## config.mk

```make
export PLATFORM = sky130hd
export DESIGN_NAME = mem_port_arbiter
export DESIGN_NICKNAME = d
export VERILOG_FILES = /design/src/rtl/mem_port_arbiter.sv
export SDC_FILE = /design/constraint.sdc
export NUM_CORES = 1
export LEC_CHECK = 0
export CORE_MARGIN = 8
export CORE_UTILIZATION = 43
export DETAILED_ROUTE_END_ITERATION = 12
export GPL_TIMING_DRIVEN = 0
export PLACE_DENSITY_LB_ADDON = 0.08
export SLEW_MARGIN = 20
export SYNTH_ARGS = -nofsm -noshare
export SYNTH_HDL_FRONTEND = slang
export SYNTH_SLANG_ARGS = --single-unit
```

## constraint.sdc

```tcl
create_clock -name clock -period 5.3 [get_ports clock]
set_input_delay 0.795 -clock clock [delete_from_list [all_inputs] [get_ports clock]]
set_output_delay 0.795 -clock clock [all_outputs]
set_load 0.01 [all_outputs]
```

## src/rtl/mem_port_arbiter.sv

```systemverilog
// Round-robin arbiter sharing one RAM port between the CPU and the DMA engine.
// Each grant runs a fixed-latency access, then a single done cycle.
module mem_port_arbiter #(
  parameter int ADDR_W      = 9,
  parameter int DATA_W      = 32,
  parameter int MEM_LATENCY = 2
) (
  input  logic              clock,
  input  logic              reset,
  input  logic              cpu_req,
  input  logic              cpu_we,
  input  logic [ADDR_W-1:0] cpu_addr,
  input  logic [DATA_W-1:0] cpu_wdata,
  output logic              cpu_gnt,
  output logic              cpu_done,
  input  logic              io_req,
  input  logic              io_we,
  input  logic [ADDR_W-1:0] io_addr,
  input  logic [DATA_W-1:0] io_wdata,
  output logic              io_gnt,
  output logic              io_done,
  output logic [DATA_W-1:0] rdata,
  output logic [ADDR_W-1:0] ram_addr,
  output logic [DATA_W-1:0] ram_wdata,
  output logic              ram_re,
  output logic              ram_we,
  input  logic [DATA_W-1:0] ram_rdata,
  output logic              busy
);

  typedef enum logic [1:0] {
    IDLE,
    ACCESS,
    DONE
  } state_t;

  localparam logic [3:0] LAT_M1 = 4'(MEM_LATENCY - 1);

  state_t state_q, state_d;
  logic [3:0] cnt_q, cnt_d;
  logic last_io_q, last_io_d;
  logic we_q, we_d;

  logic cpu_gnt_d, io_gnt_d;
  logic cpu_done_d, io_done_d;
  logic ram_re_d, ram_we_d, busy_d;
  logic [DATA_W-1:0] rdata_d, ram_wdata_d;
  logic [ADDR_W-1:0] ram_addr_d;

  // IO wins only when alone or when the CPU owned the last access
  logic pick_io;
  assign pick_io = io_req & (~cpu_req | ~last_io_q);

  always_comb begin
    state_d     = state_q;
    cnt_d       = cnt_q;
    last_io_d   = last_io_q;
    we_d        = we_q;
    cpu_gnt_d   = cpu_gnt;
    io_gnt_d    = io_gnt;
    cpu_done_d  = 1'b0;
    io_done_d   = 1'b0;
    ram_re_d    = ram_re;
    ram_we_d    = ram_we;
    busy_d      = busy;
    rdata_d     = rdata;
    ram_addr_d  = ram_addr;
    ram_wdata_d = ram_wdata;
    unique case (state_q)
      IDLE: begin
        if (cpu_req || io_req) begin
          state_d     = ACCESS;
          cnt_d       = LAT_M1;
          last_io_d   = pick_io;
          we_d        = pick_io ? io_we : cpu_we;
          ram_addr_d  = pick_io ? io_addr : cpu_addr;
          ram_wdata_d = pick_io ? io_wdata : cpu_wdata;
          cpu_gnt_d   = ~pick_io;
          io_gnt_d    = pick_io;
          ram_re_d    = ~we_d;
          ram_we_d    = we_d;
          busy_d      = 1'b1;
        end
      end
      ACCESS: begin
        ram_we_d = 1'b0;
        if (cnt_q == 4'd0) begin
          state_d    = DONE;
          cpu_gnt_d  = 1'b0;
          io_gnt_d   = 1'b0;
          ram_re_d   = 1'b0;
          cpu_done_d = ~last_io_q;
          io_done_d  = last_io_q;
          if (!we_q) rdata_d = ram_rdata;
        end else begin
          cnt_d = cnt_q - 4'd1;
        end
      end
      DONE: begin
        state_d = IDLE;
        busy_d  = 1'b0;
      end
      default: begin
        state_d = IDLE;
      end
    endcase
  end

  always_ff @(posedge clock or negedge reset) begin
    if (!reset) begin
      state_q   <= IDLE;
      cnt_q     <= 4'd0;
      last_io_q <= 1'b1;
      we_q      <= 1'b0;
      cpu_gnt   <= 1'b0;
      io_gnt    <= 1'b0;
      cpu_done  <= 1'b0;
      io_done   <= 1'b0;
      ram_re    <= 1'b0;
      ram_we    <= 1'b0;
      busy      <= 1'b0;
      rdata     <= '0;
      ram_addr  <= '0;
      ram_wdata <= '0;
    end else begin
      state_q   <= state_d;
      cnt_q     <= cnt_d;
      last_io_q <= last_io_d;
      we_q      <= we_d;
      cpu_gnt   <= cpu_gnt_d;
      io_gnt    <= io_gnt_d;
      cpu_done  <= cpu_done_d;
      io_done   <= io_done_d;
      ram_re    <= ram_re_d;
      ram_we    <= ram_we_d;
      busy      <= busy_d;
      rdata     <= rdata_d;
      ram_addr  <= ram_addr_d;
      ram_wdata <= ram_wdata_d;
    end
  end

endmodule

```

==> out/qor.yml <==
job:
  max_cap_viol_count: 0
hold_path:
  hp-class: "primary input to asynchronous set/reset pin"
worst_setup_path:
  crit_arrival_ps: 2560
  cp_max_fo: 10
  start_kind: "primary input"
  end_kind: "flip-flop"
  reg2reg_to: "rdata[29]$_DFFE_PN0P_"
  regToRegStartpoint: "cnt_q[0]$_DFFE_PN0P_"
  required_ps: 5500
  crit_type: "primary input to flip-flop"
  rr_worst_depth: 6
  r2r_setup_slack_ps: 3230
grt:
  gr-usage-met3: 0.0814
  use_met2: 0.305
  use_met1: 0.208
  grt_start_max_net_pins: 48
  grt.busiest_layer: "met2"
  grt.overflow.total: 0
  grt_use_total: 0.183
  grt_pass1_vias: 3488
  grt_pass1_wl_um: 17100
  antenna_found_initial: 0
timing:
  fin_tns_setup_ps: 0
  worstMarginPinSlew_ps: 720
  finalCriticalPeriod_ps: 2360
  hold_ws_ps: 420
  fin_skew_ps: 12.9
  drv_slew: 0
  rsz0062_at_grt: "no"
  finalHoldViolations: 0
  maxSlewHeadroom: 0.518
  setup_viol: 0
  min_period_over_period: 0.445
  max_freq_mhz: 424
synth:
  synth_top_area_frac: 0.573
  yosys.area.top_type: "dfrtp_1"
  synth-xor-area-share: 0
  synth_cells: 309
  synth_area_per_cell_um2: 12.3
  synth_top_family_by_area: "multiplexers"
  synth_mux_area_frac: 0.220
  synthArstFlopShare: 1.00
  synth_enable_flop_cells: 0
  ys_seq_area_frac: 0.580
  yosys.area_share.adder: 0.00659
  synth_compound_area_frac: 0.131
  yosys.area_share.simple: 0.0287
  ys_ff_latch: 88
  syn-num-nets: 431
  synth.top_cells.by_area: "dfrtp_1 57%, mux2i_1 11%, o21ai_0 11%, mux2_2 10%, clkbuf_1 1.4%"
  synth_warnings: 0
  synth_flop_cell: "dfrtp_1"
  yosys.cell_types.count: 31
  syn_area_um2: 3800
die:
  die_h_um: 110
  pin_count: 200
  start_util: 0.440
  rows: 34
  core_um2: 8640
  die_w_um: 110
  die_area_um2: 12100
finish:
  seq_area_um2: 2200
  nets: 642
  fill_cells: 643
  n_antenna_cell: 0
  multi_input_area_um2: 1470
  drive_gt1_frac: 0.122
  area_delta_synth_final_pct: 62.1
clock_tree:
  cts_setup_buffers: 0
  cts_resized: 0
  clk_latency_ps: 350
  clk_pin_slew_ps: 90
  ctsHtreeMaxLevel: 3
  cts.path.max_buffers: 2
  cts_sinks: 88
  cts_buffers: 9
  holdBufCountCts: 0
  cts_tree: "yes"
  root_buffer: "clkbuf_8"
placement:
  portBuffers: 199
  dp_hpwl_um: 8590
  place.gp.congestion: 0.730
detailed_routing:
  drtIter0Drc: 136
  drc_errors: 0
  avgRoutedWirePerCell_um: 17.2
  via_per_inst: 5.07
  drtAntennaViolNets: 0
  dr.pass1.iters: 4
  wl_um: 10900
  via_count: 3207
power_and_ir_drop:
  vdd_drop_max_v: 0.000273
  power_leakage_uw: 0.00254
  p_per_area_nw_per_um2: 527
outcome:
  run_status: "completed"
cell usage in the layout (no fill, tap or decap), types with 2 or more instances in the layout:
master / count
clkdlybuf4s50_1: 198
nor2_1: 3
mux2i_1: 43
o21ai_1: 2
ha_1: 2
o21ai_0: 86
dfrtp_1: 87
o22ai_1: 2
buf_2: 5
clkbuf_8: 10
clkinv_4: 3
nand2_1: 3
nor3_1: 2
mux2_1: 2
nand3_1: 2
buf_6: 3
clkbuf_1: 14
mux2_2: 34
inv_1: 4
worst max-delay path, cell delays in order:
cell,delay [ps]
clkdlybuf4s50_1,460
o21ai_0,350
clkbuf_1,410
clkbuf_1,360
o21ai_0,180
final cells by class:
type,count,share of cell area
multi-input cells,195,0.239
plain buffers,22,0.0181
clock buffers,10,0.0224
flip-flops and latches,88,0.358
clock inverters,6,0.0112
well taps,108,0.0219
inverters,4,0.00244
repair buffers,200,0.328
per-stage QoR:
step / area (um2) / cells / total power (uW) / setup WS, ps / util
finish: 6160 / 633 / 3240 / 2940 / 0.713
global route: 6160 / 633 / 3480 / 2770 / 0.713
CTS: 6160 / 633 / 3290 / 2910 / 0.713
detailed placement: 5950 / 617 / 2810 / 2560 / 0.689
global placement: 5930 / 616 / 2760 / 279 / 0.686
floorplan: 3800 / 309 / 1900 / 3440 / -
synth_stat cells (3+ instances only):
master / count
mux2_2: 34
dfrtp_1: 87
o21ai_0: 86
buf_6: 3
mux2i_1: 43
nand2_1: 3
clkbuf_1: 14
nor2_1: 3
buf_2: 5
inv_1: 4
flip-flops by register name (all words and copies together) (netlist names):
name,flops
busy,1
cnt_q,4
cpu_done,1
cpu_gnt,1
io_done,1
io_gnt,1
last_io_q,1
ram_addr,9
ram_re,1
ram_wdata,32
ram_we,1
rdata,32
state_q,2
we_q,1
power breakdown:
group / switching [uW] / total (uW) / internal [uW]
Clock: 242 / 474 / 232
Combinational: 694 / 1600 / 905
Sequential: 165 / 1170 / 1010
metal layers:
metal	routed length, um	vias up
met3	1190	10
met2	5330	127
met4	117	0
met5	0	-
li1	-	1533
met1	4220	1537
worst max path at each step:
stage,to,cells past startpoint,from,slack (ps)
floorplan,rdata[10]$_DFFE_PN0P_,6,cnt_q[0]$_DFFE_PN0P_,3440
global placement,ram_wdata[6]$_DFFE_PN0P_,1,reset,280
detailed placement,ram_wdata[13]$_DFFE_PN0P_,5,cpu_req,2560
CTS,ram_wdata[8]$_DFFE_PN0P_,5,cpu_req,2910
global route,ram_wdata[13]$_DFFE_PN0P_,5,cpu_req,2770
finish,ram_wdata[8]$_DFFE_PN0P_,5,cpu_req,2940
logic make-up after synthesis:
logic type | after synthesis
multiplexers | 79
buffers and inverters | 26
AND/OR/NAND/NOR | 18
flip-flops | 88
AO/OA/AOI/OAI | 96
adder cells (fa/ha/maj) | 2
(Power assumes the default switching activity.)
